--- config.mk ---
export PLATFORM = sky130hd
export DESIGN_NAME = vga_window_ctrl
export DESIGN_NICKNAME = d
export VERILOG_FILES = /design/src/rtl/vga_pkg.sv /design/src/rtl/vga_timing_gen.sv /design/src/rtl/vga_window_ctrl.sv
export SDC_FILE = /design/constraint.sdc
export NUM_CORES = 1
export LEC_CHECK = 0
export ABC_AREA = 1
export BUFFER_PORTS_ARGS = -buffer_cell sky130_fd_sc_hd__buf_4
export CORE_MARGIN = 2
export CORE_UTILIZATION = 61
export DETAILED_ROUTE_END_ITERATION = 6
export PLACE_DENSITY = 0.92
export SLEW_MARGIN = 10
export SYNTH_ARGS = -nofsm -noshare
export SYNTH_HDL_FRONTEND = slang
export SYNTH_SLANG_ARGS = --single-unit
--- constraint.sdc ---
create_clock -name clk -period 5.7 [get_ports clk]
set_input_delay 0.285 -clock clk [delete_from_list [all_inputs] [get_ports clk]]
set_output_delay 0.285 -clock clk [all_outputs]
set_load 0.05 [all_outputs]
--- src/rtl/vga_pkg.sv ---
// Shared definitions for VGA scan-out blocks: default 800x600@72 timing,
// the pixel colour type, sync polarity constants and the per-pixel control word.
package vga_pkg;

   localparam int H_ACTIVE_DEF   = 800;
   localparam int H_FP_DEF       = 56;
   localparam int H_SYNC_DEF     = 120;
   localparam int H_BP_DEF       = 64;
   localparam int V_ACTIVE_DEF   = 600;
   localparam int V_FP_DEF       = 37;
   localparam int V_SYNC_DEF     = 6;
   localparam int V_BP_DEF       = 23;
   localparam int COLOR_W_DEF    = 12;

   localparam logic SYNC_ACTIVE_LOW  = 1'b0;
   localparam logic SYNC_ACTIVE_HIGH = 1'b1;

   typedef logic [COLOR_W_DEF-1:0] color_t;

   // Control bits that travel alongside the RAM read so they meet vdata.
   typedef struct packed {
      logic de;
      logic in_win;
      logic hs;
      logic vs;
      logic fs;
   } pix_ctl_t;

endpackage

--- src/rtl/vga_timing_gen.sv ---
// Raster counters with raw sync/active decode and the frame-origin strobe.
module vga_timing_gen
   import vga_pkg::*;
#(
   parameter int H_ACTIVE = H_ACTIVE_DEF,
   parameter int H_FP     = H_FP_DEF,
   parameter int H_SYNC   = H_SYNC_DEF,
   parameter int H_BP     = H_BP_DEF,
   parameter int V_ACTIVE = V_ACTIVE_DEF,
   parameter int V_FP     = V_FP_DEF,
   parameter int V_SYNC   = V_SYNC_DEF,
   parameter int V_BP     = V_BP_DEF
) (
   input  logic        clk,
   input  logic        rst,
   output logic [11:0] hc,
   output logic [11:0] vc,
   output logic        active,
   output logic        hs_raw,
   output logic        vs_raw,
   output logic        origin
);

   localparam int H_TOTAL = H_ACTIVE + H_FP + H_SYNC + H_BP;
   localparam int V_TOTAL = V_ACTIVE + V_FP + V_SYNC + V_BP;

   logic [11:0] hc_reg, hc_next;
   logic [11:0] vc_reg, vc_next;

   always_comb begin
      hc_next = hc_reg + 12'd1;
      vc_next = vc_reg;
      if (hc_reg == 12'(H_TOTAL - 1)) begin
         hc_next = 12'd0;
         vc_next = (vc_reg == 12'(V_TOTAL - 1)) ? 12'd0 : vc_reg + 12'd1;
      end
   end

   always_ff @(posedge clk or posedge rst) begin
      if (rst) begin
         hc_reg <= 12'd0;
         vc_reg <= 12'd0;
      end else begin
         hc_reg <= hc_next;
         vc_reg <= vc_next;
      end
   end

   assign hc     = hc_reg;
   assign vc     = vc_reg;
   assign active = (hc_reg < 12'(H_ACTIVE)) && (vc_reg < 12'(V_ACTIVE));
   assign hs_raw = (hc_reg >= 12'(H_ACTIVE + H_FP)) && (hc_reg < 12'(H_ACTIVE + H_FP + H_SYNC));
   assign vs_raw = (vc_reg >= 12'(V_ACTIVE + V_FP)) && (vc_reg < 12'(V_ACTIVE + V_FP + V_SYNC));
   assign origin = (hc_reg == 12'd0) && (vc_reg == 12'd0);

endmodule

--- src/rtl/vga_window_ctrl.sv ---
// VGA scan-out of a frame-buffer window: per-frame window latch, RAM address
// generation, control delay line matched to the RAM latency, and colour select.
module vga_window_ctrl
   import vga_pkg::*;
#(
   parameter int   H_ACTIVE   = H_ACTIVE_DEF,
   parameter int   H_FP       = H_FP_DEF,
   parameter int   H_SYNC     = H_SYNC_DEF,
   parameter int   H_BP       = H_BP_DEF,
   parameter int   V_ACTIVE   = V_ACTIVE_DEF,
   parameter int   V_FP       = V_FP_DEF,
   parameter int   V_SYNC     = V_SYNC_DEF,
   parameter int   V_BP       = V_BP_DEF,
   parameter int   WIN_W_LOG2 = 7,
   parameter int   WIN_H_LOG2 = 7,
   parameter int   SCALE_LOG2 = 0,
   parameter int   RD_LAT     = 1,
   parameter int   COLOR_W    = COLOR_W_DEF,
   parameter logic SYNC_POL   = SYNC_ACTIVE_LOW
) (
   input  logic                           clk,
   input  logic                           rst,
   input  logic [10:0]                    win_x,
   input  logic [9:0]                     win_y,
   input  logic [COLOR_W-1:0]             bg_color,
   input  logic                           zero_sub_en,
   input  logic [COLOR_W-1:0]             zero_color,
   output logic [WIN_H_LOG2+WIN_W_LOG2-1:0] vaddr,
   input  logic [COLOR_W-1:0]             vdata,
   output logic [COLOR_W/3-1:0]           vga_r,
   output logic [COLOR_W/3-1:0]           vga_g,
   output logic [COLOR_W/3-1:0]           vga_b,
   output logic                           hs,
   output logic                           vs,
   output logic                           de,
   output logic                           frame_start
);

   localparam int          CW3   = COLOR_W / 3;
   localparam int          PIPE  = RD_LAT + 1;
   localparam logic [11:0] WW    = 12'(1 << (WIN_W_LOG2 + SCALE_LOG2));
   localparam logic [11:0] WH    = 12'(1 << (WIN_H_LOG2 + SCALE_LOG2));
   localparam int          AW    = WIN_H_LOG2 + WIN_W_LOG2;

   logic [11:0] hc, vc;
   logic        active, hs_raw, vs_raw, origin;

   vga_timing_gen #(
      .H_ACTIVE(H_ACTIVE), .H_FP(H_FP), .H_SYNC(H_SYNC), .H_BP(H_BP),
      .V_ACTIVE(V_ACTIVE), .V_FP(V_FP), .V_SYNC(V_SYNC), .V_BP(V_BP)
   ) u_timing (
      .clk(clk), .rst(rst), .hc(hc), .vc(vc), .active(active),
      .hs_raw(hs_raw), .vs_raw(vs_raw), .origin(origin)
   );

   // The origin pixel already uses the freshly sampled position.
   logic [11:0] wx_reg, wy_reg, wx_eff, wy_eff;
   assign wx_eff = origin ? {1'b0, win_x} : wx_reg;
   assign wy_eff = origin ? {2'b0, win_y} : wy_reg;

   always_ff @(posedge clk or posedge rst) begin
      if (rst) begin
         wx_reg <= 12'd0;
         wy_reg <= 12'd0;
      end else if (origin) begin
         wx_reg <= wx_eff;
         wy_reg <= wy_eff;
      end
   end

   logic                  in_win;
   logic [11:0]           dx, dy;
   logic [WIN_W_LOG2-1:0] col;
   logic [WIN_H_LOG2-1:0] row;
   logic [AW-1:0]         vaddr_reg, vaddr_next;
   pix_ctl_t              ctl_next;

   assign in_win = active && (hc >= wx_eff) && (hc < wx_eff + WW)
                          && (vc >= wy_eff) && (vc < wy_eff + WH);
   assign dx = hc - wx_eff;
   assign dy = vc - wy_eff;
   assign col = WIN_W_LOG2'(dx >> SCALE_LOG2);
   assign row = WIN_H_LOG2'(dy >> SCALE_LOG2);
   assign vaddr_next = in_win ? {row, col} : '0;

   always_comb begin
      ctl_next        = '0;
      ctl_next.de     = active;
      ctl_next.in_win = in_win;
      ctl_next.hs     = hs_raw;
      ctl_next.vs     = vs_raw;
      ctl_next.fs     = origin;
   end

   always_ff @(posedge clk or posedge rst) begin
      if (rst) vaddr_reg <= '0;
      else     vaddr_reg <= vaddr_next;
   end
   assign vaddr = vaddr_reg;

   // Stage 0 is registered alongside vaddr; the remaining RD_LAT stages cover the RAM.
   pix_ctl_t ctl_pipe_reg [PIPE];
   generate
      for (genvar gi = 0; gi < PIPE; gi++) begin : g_ctl_pipe
         always_ff @(posedge clk or posedge rst) begin
            if (rst)          ctl_pipe_reg[gi] <= '0;
            else if (gi == 0) ctl_pipe_reg[gi] <= ctl_next;
            else              ctl_pipe_reg[gi] <= ctl_pipe_reg[(gi == 0) ? 0 : gi - 1];
         end
      end
   endgenerate

   pix_ctl_t             ctl_out;
   logic [COLOR_W-1:0]   rgb_reg, rgb_next;
   logic                 hs_reg, vs_reg, de_reg, fs_reg;

   assign ctl_out = ctl_pipe_reg[PIPE-1];

   always_comb begin
      rgb_next = '0;
      if (!ctl_out.de)                        rgb_next = '0;
      else if (!ctl_out.in_win)               rgb_next = bg_color;
      else if (zero_sub_en && vdata == '0)    rgb_next = zero_color;
      else                                    rgb_next = vdata;
   end

   always_ff @(posedge clk or posedge rst) begin
      if (rst) begin
         rgb_reg <= '0;
         hs_reg  <= ~SYNC_POL;
         vs_reg  <= ~SYNC_POL;
         de_reg  <= 1'b0;
         fs_reg  <= 1'b0;
      end else begin
         rgb_reg <= rgb_next;
         hs_reg  <= ctl_out.hs ? SYNC_POL : ~SYNC_POL;
         vs_reg  <= ctl_out.vs ? SYNC_POL : ~SYNC_POL;
         de_reg  <= ctl_out.de;
         fs_reg  <= ctl_out.fs;
      end
   end

   assign vga_r       = rgb_reg[COLOR_W-1 -: CW3];
   assign vga_g       = rgb_reg[COLOR_W-CW3-1 -: CW3];
   assign vga_b       = rgb_reg[CW3-1:0];
   assign hs          = hs_reg;
   assign vs          = vs_reg;
   assign de          = de_reg;
   assign frame_start = fs_reg;

endmodule

Yosys cells after proc, flatten, opt, wreduce, memory -nomap -nowiden
Index checks and enable logic that the tools add are counted.
{"block": "op_classes", "add_sub_neg": 6, "magnitude_cmp": 10, "n_eq_ne": 2, "n_mux": 10, "reduce_logical": 12}
{"operator": "two-way mux 12 bit", "n": 7}
{"operator": "< comparator 12 x 10 -> 1 bit, second input constant", "n": 4}
{"operator": "zero test 12 bit", "n": 3}
{"operator": "adder 12 x 1 -> 12 bit, second input constant", "n": 2}
{"operator": "adder 12 x 8 -> 12 bit, second input constant", "n": 2}
{"operator": "greater-or-equal comparator 12 x 10 -> 1 bit, second input constant", "n": 2}
{"operator": "greater-or-equal comparator 12 bit", "n": 2}
{"operator": "< comparator 12 bit", "n": 2}
{"operator": "two-way mux 14 bit", "n": 1}
{"operator": "subtractor 7 bit", "n": 2}
{"operator": "equality test 12 x 10 -> 1 bit, second input constant", "n": 1}
{"operator": "equality test 12 x 11 -> 1 bit, second input constant", "n": 1}
{"operator": "logical AND 1 bit", "n": 9}
{"operator": "two-way mux 1 bit", "n": 2}
{"block": "totals", "regBits": 88, "output_inout_bits": 30, "wordCells": 60}

Longest topological paths before layout
Gate-level depths: netlist (run 1).
{"block": "depth", "depth_word": 9, "ltp_mapped": 29}

Hierarchy
Synthesis (run 1) repeated with hierarchy kept, for this count alone.
{"block": "unflattened", "hier_cells": 651, "hier_area_um2": 5313.8}
{"mod": "vga_window_ctrl", "instances": 1, "cells_each": 441, "area_each_um2": 3789.9, "seq_area_each_um2": 1604.0}
{"mod": "vga_timing_gen", "instances": 1, "cells_each": 210, "area_each_um2": 1524.0, "seq_area_each_um2": 600.6}

Worst setup path after synthesis (run 1)
No wires, ideal clock.
{"block": "synth_path", "kind": "register to register", "startpoint": "register u_timing.hc_reg[1], in the netlist u_timing.hc[1]", "endpoint": "register vaddr_reg[5], in the netlist vaddr[5]", "arrival_ns": 3.095, "path_slack_ns": 2.536, "stages_incl_launch_ff": 30, "path_buffers": 3, "cell_sequence": "dfrtp_1 -> inv_1 -> ha_1 -> inv_1 -> nor2_1 -> nand2_2 -> nor2_4 -> nand3_4 -> inv_2 -> buf_4 -> buf_2 -> nand2_1 -> nand2_1 -> ha_1 -> inv_1 -> fa_1 -> nand2_1 -> nand2_1 -> nand3_1 -> nand2_1 -> nand2_1 -> nand2_1 -> nand2_1 -> nand2_1 -> nand2_1 -> nand2_1 -> nor2_1 -> nand3_2 -> buf_6 -> nor2_2"}
{"block": "synth_between", "elab_chain_len": 9, "elab_cells_between_ends": 18, "cone_classes": "add/sub: 3; order compare: 5; mux: 3; reduce/logical: 7"}
{"element": "start: declaration", "line": "vga_timing_gen.sv:27", "rtl": "logic [11:0] hc_reg, hc_next;"}
{"element": "start signal: assignment", "line": "vga_timing_gen.sv:44", "rtl": "hc_reg <= hc_next;"}
{"element": "zero test 12 bit *", "line": "vga_timing_gen.sv:54", "rtl": "assign origin = (hc_reg == 12'd0) && (vc_reg == 12'd0);"}
{"element": "logical AND 1 bit *", "line": "vga_timing_gen.sv:54"}
{"element": "net origin", "line": "vga_window_ctrl.sv:46", "rtl": "logic active, hs_raw, vs_raw, origin;"}
{"element": "two-way mux 12 bit *", "line": "vga_window_ctrl.sv:58", "rtl": "assign wx_eff = origin ? {1'b0, win_x} : wx_reg;"}
{"element": "net wx_eff[0]", "line": "vga_window_ctrl.sv:57", "rtl": "logic [11:0] wx_reg, wy_reg, wx_eff, wy_eff;"}
{"element": "adder 12 x 8 -> 12 bit or greater-or-equal comparator 12 bit (tied branches)", "line": "vga_window_ctrl.sv:78", "rtl": "assign in_win = active && (hc >= wx_eff) && (hc < wx_eff + WW)"}
{"element": "< comparator 12 bit or logical AND 1 bit (tied branches)", "line": "vga_window_ctrl.sv:78"}
{"element": "logical AND 1 bit", "line": "vga_window_ctrl.sv:78"}
{"element": "logical AND 1 bit (2 in series)", "line": "vga_window_ctrl.sv:79", "rtl": "&& (vc >= wy_eff) && (vc < wy_eff + WH);"}
{"element": "two-way mux 14 bit *", "line": "vga_window_ctrl.sv:84", "rtl": "assign vaddr_next = in_win ? {row, col} : '0;"}
{"element": "net vaddr_next[5]", "line": "vga_window_ctrl.sv:75", "rtl": "logic [AW-1:0] vaddr_reg, vaddr_next;"}
{"element": "end signal: assignment", "line": "vga_window_ctrl.sv:97", "rtl": "else vaddr_reg <= vaddr_next;"}
{"element": "end: declaration", "line": "vga_window_ctrl.sv:75"}
The timed path passes the listed nets; every way through them passes the cells marked *.
A chain may end at the register's enable or synchronous reset.

Worst setup path in the final report (run 1)
{"block": "layout_path", "startpoint": "register u_timing.hc_reg[0], in the netlist u_timing.hc[0]", "endpoint": "register vaddr_reg[2], in the netlist vaddr[2]"}
{"block": "layout_between", "elab_chain_len": 9, "elab_cells_between_ends": 18, "cone_classes": "add/sub: 3; order compare: 5; mux: 3; reduce/logical: 7"}
{"element": "zero test 12 bit *", "line": "vga_timing_gen.sv:54"}
{"element": "logical AND 1 bit *", "line": "vga_timing_gen.sv:54"}
{"element": "two-way mux 12 bit *", "line": "vga_window_ctrl.sv:58"}
{"element": "net wx_eff[0]", "line": "vga_window_ctrl.sv:57"}
{"element": "adder 12 x 8 -> 12 bit or greater-or-equal comparator 12 bit (tied branches)", "line": "vga_window_ctrl.sv:78"}
{"element": "< comparator 12 bit or logical AND 1 bit (tied branches)", "line": "vga_window_ctrl.sv:78"}
{"element": "logical AND 1 bit", "line": "vga_window_ctrl.sv:78"}
{"element": "logical AND 1 bit (2 in series)", "line": "vga_window_ctrl.sv:79"}
{"element": "two-way mux 14 bit *", "line": "vga_window_ctrl.sv:84"}
{"element": "net vaddr_next[2]", "line": "vga_window_ctrl.sv:75"}
Marks and branches as above.

==> key figures, run 1 <==
Status
  – Outcome: finished, violations left
  – Failing checks: design-rule violations

Finish
  – Cell Count, Final, Fillers Out: 803
  – Layout cells sized above 1: 0.209
  – ANT cells: 0
  – Commonest non-fill, non-tap cell in the layout: nand2_1
  – Max reg flops: 14
  – Post-route cell area: approximately 6000 um^2
  – Most frequent cells in the layout: nand2_1, inv_1, buf_4
  – Layout area overhead: 18.6%
  – Fill count: 570
  – Final Net Count: 796

Floorplan
  – Starting Density: 0.621
  – Die area: 8980 um^2
  – Die Wd: 94.8 um
  – Die height: between 90 and 100 um
  – Core Region: 8090 um^2
  – I/O pin count: 90
  – Cell Rows: 33

Timing
  – Fin. max-slew vios: 0
  – Final Cycle Share: 0.731
  – Crit path time final: 4.17 ns
  – Fin Setup TNS: 0 ns
  – Hold Fails Final Rpt: 0
  – Setup violations, final: 0
  – Clock skew: 0.00968 ns
  – Fmax: 0.240 GHz
  – Final hold slack: 0.133 ns
  – Relative slew slack: 0.285
  – Worst Tran Pin Value: 1.07 ns
  – RSZ-0062 raised after global routing: no

CTS
  – Root Buffer: clkbuf_8
  – Post-CTS Setup Bufs: 0
  – CTS tree: done
  – Num CTS Buffers: 9
  – Cts repair resizes: 0
  – Clock Sinks: 88
  – Clk slew on worst S/H paths: 0.09 ns
  – # hold bufs at CTS: 0
  – Worst-skew pair later-pin latency: 0.36 ns
  – Clock Path Buffers: 2
  – H-tree depth: 3

Placed design
  – Dpl hpwl: 8590 um
  – I/O Buffers: 89
  – Placed cells: just under 800
  – GPL Wtd Cong: between 0.9 and 1
  – Placed Area: 5780 um^2

Critical path
  – CP Data Arrival Time: 4.44 ns
  – CP delay by family, top: simple AND/OR/NAND/NOR gates
  – WP buf/inv: 4
  – Worst EP required: just under 6 ns
  – Worst reg2reg startpoint: u_timing.hc[0]$_DFF_PP0_
  – Reg2Reg Depth: 26
  – Dominant cell type by count on the critical path: nand2_1
  – Reg-to-Reg End: vaddr[2]$_DFF_PP0_
  – CP Launch Type: flip-flop
  – Crit end category: flip-flop
  – WS Path Type: reg -> reg
  – Stages on worst setup path: 26
  – Critical path's slowest cell: dfrtp_1
  – CP max stage delay: 0.43 ns
  – R2R Setup Slk: 1.53 ns
  – Max Fanout on Critical Path: 25

GRT
  – All-layer global routing usage: 0.268
  – Vias in the first global route: 4,086
  – First-pass GRT wire length: between 15,000 and 20,000 um
  – Total grt overflow: 0
  – Largest net degree at the start of global routing: 89
  – Initial antenna violation count: 0

Hold path
  – Min-Delay Path Depth: 3
  – Beginning of the worst hold path: win_y[4]
  – Worst Hold Class: in -> reg
  – Hold EP: wy_reg[4]$_DFFE_PP0N_

Detailed routing
  – Vias/cell: 5.40
  – Drt initial violations: 288
  – Drt drc: 4
  – Routed Antenna Nets: 0
  – Total iterations of the first detailed-routing run: 7
  – WL/cell: 14.2 um
  – Wirelength, routed: 11,400 um
  – Vias: 4,336

Synth
  – Top FF cell, synth: dfrtp_1
  – Number of distinct library cells after synthesis: 38
  – Post-synth EDFFs: 0
  – Syn avg cell area: 8.36 um^2
  – #FFs+latches synth: just under 90
  – Post-synthesis sequential area ratio: 0.439
  – Syn_nets: 704
  – Yosys warnings: 0
  – Synth Cell Area: 5030 um^2
  – Post-synthesis async set-or-reset flop share: 1.00
  – Post-Syn Instances: between 600 and 700

Power
  – Lkg Pwr: 3.27 nW
  – PwrDens: 196 nW/um^2
  – Maximum vdd drop: 0.150 mV

Run
  – Max-Cap Viols: 0
-- synthesized netlist by cell type (2+ instances only) --
library cell  instances  share of area
a211oi_1              2         0.0030
a21oi_1              26          0.026
a31oi_1              12          0.015
buf_2                 3         0.0030
buf_6                 2         0.0045
clkbuf_1              4         0.0030
dfrtp_1              86           0.43
dfstp_2               2          0.010
fa_1                  2         0.0080
ha_1                 41           0.10
inv_1                99          0.074
inv_2                 6         0.0045
nand2_1             153           0.11
nand2_2               5         0.0062
nand2_4               2         0.0045
nand3_1              24          0.024
nand3_2               2         0.0040
nand4_1               8          0.010
nor2_1               39          0.029
nor2_2                9          0.011
nor2_4                6          0.013
nor3_1                8         0.0080
nor3_2                2         0.0040
nor4_1                3         0.0037
o21ai_0              18          0.018
xnor2_1               9          0.016
xor2_1               17          0.030
-- tightest hold or removal path, stage by stage --
cell	delay (ns)
buf_4	0.08
nand2_1	0.04
nand2_1	0.06
-- cells by family after synthesis --
logic type,after synthesis,synth area share
fa+ha+maj,43,0.110
flops,88,0.439
buf+inv,115,0.0903
xor+xnor,26,0.0453
compound gates,62,0.0677
simple gates,267,0.248
-- metal layers --
metal | GRT usage | up-vias | wire, um
met3 | 0.0519 | 22 | 782
met5 | 0 | - | 0
met1 | 0.326 | 2057 | 4580
li1 | - | 2069 | -
met2 | 0.482 | 188 | 5810
met4 | 0.0797 | 0 | 206
-- stage by stage --
stage	utilization	setup slack, ns	total power [mW]
after floorplan	-	2.54	0.728
after global placement	0.715	1.96	0.780
after detailed placement	0.715	1.74	0.785
after CTS	0.737	1.61	1.18
after global routing	0.737	1.15	1.22
final	0.737	1.53	1.17
-- worst max path at each step --
| stage | startpoint | endpoint | slack [ns] |
|---|---|---|---|
| final | u_timing.hc[0]$_DFF_PP0_ | vaddr[2]$_DFF_PP0_ | 1.53 |
| after global routing | u_timing.hc[0]$_DFF_PP0_ | vaddr[2]$_DFF_PP0_ | 1.15 |
| after CTS | u_timing.hc[0]$_DFF_PP0_ | vaddr[2]$_DFF_PP0_ | 1.61 |
| after detailed placement | u_timing.hc[1]$_DFF_PP0_ | vaddr[2]$_DFF_PP0_ | 1.74 |
| after global placement | u_timing.hc[1]$_DFF_PP0_ | vaddr[1]$_DFF_PP0_ | 1.96 |
| after floorplan | u_timing.hc[1]$_DFF_PP0_ | vaddr[5]$_DFF_PP0_ | 2.54 |
-- where the power goes --
part           total [mW]  leakage, nW  internal, mW  switching, mW
logic               0.135         2.07        0.0564         0.0788
registers           0.639         1.12         0.635        0.00331
clock network       0.395       0.0839         0.164          0.231
total                1.17         3.27         0.856          0.313
-- cell type report --
class,instances,area [um^2],area share
Sequential cell,88,2200,0.370
Inverter,105,395,0.0663
Timing Repair Buffer,91,683,0.115
Clock inverter,6,50.0,0.00840
Multi-Input combinational cell,398,2370,0.397
Clock buffer,10,128,0.0214
Tap cell,105,131,0.0220
Note: power is estimated with default switching activity, not from simulation.
==> run 2, diff against run 1 <==
CORE_UTILIZATION = 51   (was 61)
PLACE_DENSITY = 0.83   (was 0.92)
clock period = 3.65 ns   (was 5.7 ns; I/O delays follow)
==> run 2 against run 1 <==
  * Worst setup slack got worse by 1.2 ns
  * Largest power group unchanged
  * The flow finishes with violations (negative hold slack)
  * Die area rose by 19%
  * Final area rose by 1.6%
  * Critical path type unchanged
  * Combinational power rose by 56%
  * Routed wire length rose by 4.9%
==> key figures, run 2 (synthesized netlist as in run 1, its figures left out) <==
Status
  – Outcome: finished, violations left
  – Failing checks: negative hold slack

Placed design
  – Dpl hpwl: 9040 um (+5.2%)
  – DP Worst Slack: 0.210 ns (-1.53 ns)
  – GPL Wtd Cong: 0.912 (-0.46%)
  – I/O Buffers: 89 (unchanged)
  – Placed cells: 817 (+3.8%)

Detailed routing
  – Total iterations of the first detailed-routing run: 6 (-1)
  – Drt drc: 0 (-4)
  – WL/cell: 14.3 um (+1.1%)
  – Vias/cell: 5.11 (-5.4%)
  – Routed Antenna Nets: 0 (unchanged)
  – Vias: 4,257 (-1.8%)
  – Drt initial violations: 165 (-43%)
  – Wirelength, routed: 11,900 um (+4.9%)

Floorplan
  – Die height: 103 um (+9.0%)
  – Die Wd: 103 um (+9.0%)
  – Core Region: 9680 um^2 (+20%)
  – Cell Rows: 36 (+9.1%)
  – Starting Density: 0.519 (-0.102)
  – I/O pin count: 90 (unchanged)
  – Die area: 10,700 um^2 (+19%)

Finish
  – ANT cells: 0 (unchanged)
  – Layout cells sized above 1: 0.213 (+0.00369)
  – Commonest non-fill, non-tap cell in the layout: nand2_1
  – Max reg flops: 14 (unchanged)
  – Cell Count, Final, Fillers Out: 833 (+3.7%)
  – Layout area overhead: 20.5%
  – Final Net Count: 798 (+0.25%)
  – Most frequent cells in the layout: nand2_1, inv_1, buf_4

Critical path
  – Dominant cell type by count on the critical path: nand2_1
  – CP max stage delay: 0.45 ns (+0.02 ns)
  – Max Fanout on Critical Path: 21 (-16%)
  – CP Launch Type: flip-flop
  – CP Data Arrival Time: 3.59 ns (-0.85 ns)
  – WS Path Type: reg -> reg
  – Crit end category: flip-flop
  – Worst EP required: 3.95 ns (-2.02 ns)
  – Critical path's slowest cell: dfrtp_1

CTS
  – H-tree depth: 3 (unchanged)
  – Post-CTS Setup Bufs: 0 (unchanged)
  – Clk slew on worst S/H paths: 0.09 ns (about the same)
  – Clock Path Buffers: 2 (unchanged)
  – CTS tree: done
  – Cts repair resizes: 0 (unchanged)
  – Num CTS Buffers: 9 (unchanged)
  – # hold bufs at CTS: 0 (unchanged)
  – Root Buffer: clkbuf_8
  – Clock Sinks: 88 (unchanged)
  – Worst-skew pair later-pin latency: 0.36 ns (about the same)

Timing
  – Hold Fails Final Rpt: 49 (+49)
  – Clock skew: 0.0130 ns (+0.00328 ns)
  – Fin. max-slew vios: 0 (unchanged)
  – Final Cycle Share: 0.902 (+0.172)
  – Setup violations, final: 0 (unchanged)
  – RSZ-0062 raised after global routing: no
  – Crit path time final: 3.29 ns (-0.872 ns)
  – Final hold slack: -0.0408 ns (-0.174 ns)
  – Fin Setup TNS: 0 ns (unchanged)
  – Relative slew slack: 0.418 (+0.133)
  – Worst Tran Pin Value: 0.874 ns (-0.199 ns)
  – Worst setup margin: 0.356 ns (-1.18 ns)
  – Fmax: 0.304 GHz (+26%)

GRT
  – All-layer global routing usage: 0.233 (-0.0351)
  – Vias in the first global route: 4,320 (+5.7%)
  – Initial antenna violation count: 0 (unchanged)
  – Total grt overflow: 0 (unchanged)
  – Largest net degree at the start of global routing: 53 (-40%)
  – First-pass GRT wire length: 19,300 um (+4.3%)

Power
  – Maximum vdd drop: 0.195 mV (+30%)
  – Lkg Pwr: 3.30 nW (+0.94%)
  – Total power: 1.93 mW (+65%)
  – PwrDens: 319 nW/um^2 (+63%)

Hold path
  – Worst Hold Class: in -> async

Run
  – Max-Cap Viols: 0 (unchanged)
-- run 2: area by class of cell --
class | instances | area (um^2)
clock inverters | 5 | 63.8
fillers | 804 | 3630
inverters | 105 | 400
clock buffers | 11 | 151
flip-flops and latches | 88 | 2200
repair buffers | 93 | 702
well taps | 133 | 166
multi-input cells | 398 | 2370
-- run 2: final timing paths --
check,end,start,cells past startpoint,slack [ns]
worst max-delay path,vaddr[1]$_DFF_PP0_,u_timing.hc[1]$_DFF_PP0_,27,0.36
worst min-delay path,frame_start$_DFF_PP0_,rst,2,-0.04
worst max register to register,vaddr[1]$_DFF_PP0_,u_timing.hc[1]$_DFF_PP0_,27,0.36
worst min register to register,hs$_DFF_PP1_,ctl_out[2]$_DFF_PP0_,1,0.35
max in group asynchronous,vaddr[6]$_DFF_PP0_,rst,3,2.68
min in group clk,wy_reg[8]$_DFFE_PP0N_,win_y[8],3,0.03
-- run 2: power breakdown --
group	internal [mW]	switching [mW]
logic	0.0882	0.122
registers	0.992	0.00534
clock network	0.359	0.366
total	1.44	0.493
-- run 2: critical path, delay by kind of cell, from the launching register on --
family        cells  cell delay (ns)
buf+inv           5             0.57
fa+ha+maj         3             0.68
flops             1             0.45
simple gates     19             1.52
-- run 2: routing by layer --
metal / vias up / global-route usage / part of all wire
li1: 2078 / - / -
met1: 2028 / 0.266 / 0.41
met2: 133 / 0.434 / 0.51
met3: 18 / 0.0349 / 0.054
met4: 0 / 0.0982 / 0.019
met5: - / 0 / 0
-- run 2: stage by stage --
step	util	hold slack, ns	cell area [um^2]
finish	0.625	-0.0408	6060
global route	0.625	0.0360	6060
CTS	0.625	0.00281	6050
detailed placement	0.602	0.336	5830
global placement	0.602	0.332	5830
floorplan	-	0.311	5030
==> run 3, diff against run 2 <==
CORE_UTILIZATION = 56   (was 51)
PLACE_DENSITY = 0.86   (was 0.83)
clock period = 3.4 ns   (was 3.65 ns; I/O delays follow)
==> run 3 against run 2 <==
  * The run now ends clean
  * Clock power up 8.1%
  * Combinational power up 9%
  * Global-route usage up 0.85 points
  * Flip-flop and latch count unchanged
  * Worst hold slack better by 0.056 ns
  * Non-clock buffer count up 18
  * Register-to-register slack worse by 0.16 ns
  * Sequential share of layout area down 1.0 points
  * Via count up 2.2%
  * Core utilization up 8.9 points
  * Largest cell class unchanged
  * Largest power group unchanged
==> key figures, run 3 (synthesized netlist as in run 1, its figures left out) <==
Timing
  – Crit path time final: 3.20 ns (-0.0897 ns)
  – Fin. max-slew vios: 0 (unchanged)
  – Worst setup margin: 0.196 ns (-0.160 ns)
  – Setup violations, final: 0 (unchanged)
  – Relative slew slack: 0.532 (+0.115)
  – Worst Tran Pin Value: 0.701 ns (-0.173 ns)
  – Hold Fails Final Rpt: 0 (-100%)
  – Final hold slack: 0.0157 ns (+0.0565 ns)
  – Final Cycle Share: 0.942 (+0.0400)
  – Clock skew: 0.0132 ns (+0.000227 ns)
  – Fmax: 0.312 GHz (+2.8%)
  – Fin Setup TNS: 0 ns (unchanged)

CTS
  – Num CTS Buffers: 9 (unchanged)
  – Clock Path Buffers: 2 (unchanged)
  – H-tree depth: 3 (unchanged)
  – Clock Sinks: 88 (unchanged)
  – Root Buffer: clkbuf_8
  – Clk slew on worst S/H paths: 0.09 ns (about the same)
  – Worst-skew pair later-pin latency: 0.37 ns (about the same)
  – CTS tree: done

Detailed routing
  – Wirelength, routed: 11,900 um (-0.10%)
  – Vias/cell: 5.28 (+3.2%)
  – Drt initial violations: 249 (+51%)
  – Routed Antenna Nets: 0 (unchanged)
  – Total iterations of the first detailed-routing run: 5 (-1)
  – Drt drc: 0 (unchanged)
  – WL/cell: 14.4 um (+0.87%)
  – Vias: 4,352 (+2.2%)

Floorplan
  – I/O pin count: 90 (unchanged)
  – Die Wd: 98.8 um (-4.4%)
  – Die area: 9750 um^2 (-8.6%)
  – Cell Rows: 34 (-5.6%)
  – Die height: 98.8 um (-4.4%)
  – Core Region: 8720 um^2 (-9.9%)
  – Starting Density: 0.576 (+0.0573)

GRT
  – Initial antenna violation count: 0 (unchanged)
  – All-layer global routing usage: 0.242 (+0.00855)
  – First-pass GRT wire length: 18,900 um (-1.9%)
  – Total grt overflow: 0 (unchanged)
  – Largest net degree at the start of global routing: 43 (-19%)
  – Vias in the first global route: 4,267 (-1.2%)

Finish
  – Layout cells sized above 1: 0.243 (+0.0298)
  – ANT cells: 0 (unchanged)
  – Max reg flops: 14 (unchanged)
  – Final Net Count: 816 (+2.3%)
  – Commonest non-fill, non-tap cell in the layout: nand2_1
  – Cell Count, Final, Fillers Out: 825 (-0.96%)
  – Multi-input logic area: 2390 um^2 (+1.1%)
  – Post-route cell area: 6230 um^2 (+2.9%)
  – Utilization after layout: 0.715 (+0.0893)
  – Fill count: 640 (-20%)
  – Most frequent cells in the layout: nand2_1, buf_4, inv_1
  – Register area: 2200 um^2 (unchanged)
  – Layout area overhead: 24.0%

Critical path
  – CP Data Arrival Time: 3.50 ns (-0.09 ns)
  – Max Fanout on Critical Path: 15 (-29%)
  – WS Path Type: reg -> reg
  – CP Launch Type: flip-flop
  – Worst EP required: 3.70 ns (-0.25 ns)
  – Crit end category: flip-flop
  – R2R Setup Slk: 0.20 ns (-0.16 ns)

Placed design
  – Placed Area: 5860 um^2 (+0.49%)
  – I/O Buffers: 89 (unchanged)
  – GPL Wtd Cong: 1.02 (+12%)
  – DP Worst Slack: -0.0188 ns (-0.229 ns)
  – Dpl hpwl: 8810 um (-2.6%)
  – Placed cells: 800 (-2.1%)

Power
  – Total power: 2.08 mW (+7.9%)
  – Lkg Pwr: 3.40 nW (+3.1%)
  – PwrDens: 334 nW/um^2 (+4.8%)
  – Maximum vdd drop: 0.216 mV (+11%)

Status
  – Outcome: finished clean

Run
  – Max-Cap Viols: 0 (unchanged)

Hold path
  – Worst Hold Class: in -> reg
run 3: path summary, 6_finish.rpt:
| path | from | to | cells past startpoint |
|---|---|---|---|
| min in group asynchronous | rst | frame_start$_DFF_PP0_ | 3 |
| worst max-delay path | u_timing.vc[0]$_DFFE_PP0N_ | vaddr[0]$_DFF_PP0_ | 24 |
| worst min-delay path | win_y[4] | wy_reg[4]$_DFFE_PP0N_ | 3 |
| worst min register to register | ctl_pipe_reg[8]$_DFF_PP0_ | ctl_out[3]$_DFF_PP0_ | 0 |
| worst max register to register | u_timing.vc[0]$_DFFE_PP0N_ | vaddr[0]$_DFF_PP0_ | 24 |
| max in group asynchronous | rst | hs$_DFF_PP1_ | 4 |
run 3: metal layers:
layer / vias up / share of wire / track usage / wire length (um)
li1: 2115 / - / - / -
met4: 0 / 0.029 / 0.0864 / 350
met5: - / 0 / 0 / 0
met2: 174 / 0.51 / 0.428 / 6050
met3: 35 / 0.062 / 0.0553 / 740
met1: 2028 / 0.40 / 0.288 / 4780
run 3: timing repair:
action	4_1_cts	5_1_grt
cloned	0	1
gates resized for setup	2	19
setup buffers	0	7
hold buffers	1	1
pin swaps	0	3
setup endpoints to repair	13	15
hold endpoints to repair	39	1
run 3: layout make-up:
type / instances / share of cell area
clock inverters: 5 / 0.0132
flip-flops and latches: 88 / 0.354
clock buffers: 10 / 0.0205
inverters: 105 / 0.0654
multi-input cells: 398 / 0.384
repair buffers: 111 / 0.141
well taps: 108 / 0.0217
run 3: critical path: stages, from the launching register on:
cell and delay, ns:
dfrtp_1 0.44, inv_2 0.14, ha_1 0.17, nand3_2 0.10, nor2_4 0.16, nand3_4 0.14, clkinv_8 0.10, buf_4 0.12
buf_4 0.12, nand2_1 0.05, nand2_1 0.08, inv_1 0.05, ha_1 0.36, nand2_1 0.12, nand2_1 0.06, nand2_1 0.06
nand3_1 0.12, nand2_1 0.09, nand2_1 0.05, nand2_1 0.07, a21oi_2 0.06, nor2_2 0.11, nand3_2 0.09, buf_12 0.17
nor2_1 0.10
run 3: power breakdown:
group | switching, mW | internal [mW] | total (mW)
sequential | 0.00559 | 1.07 | 1.07
combinational | 0.132 | 0.0980 | 0.230
clock | 0.374 | 0.410 | 0.784
total | 0.512 | 1.57 | 2.08
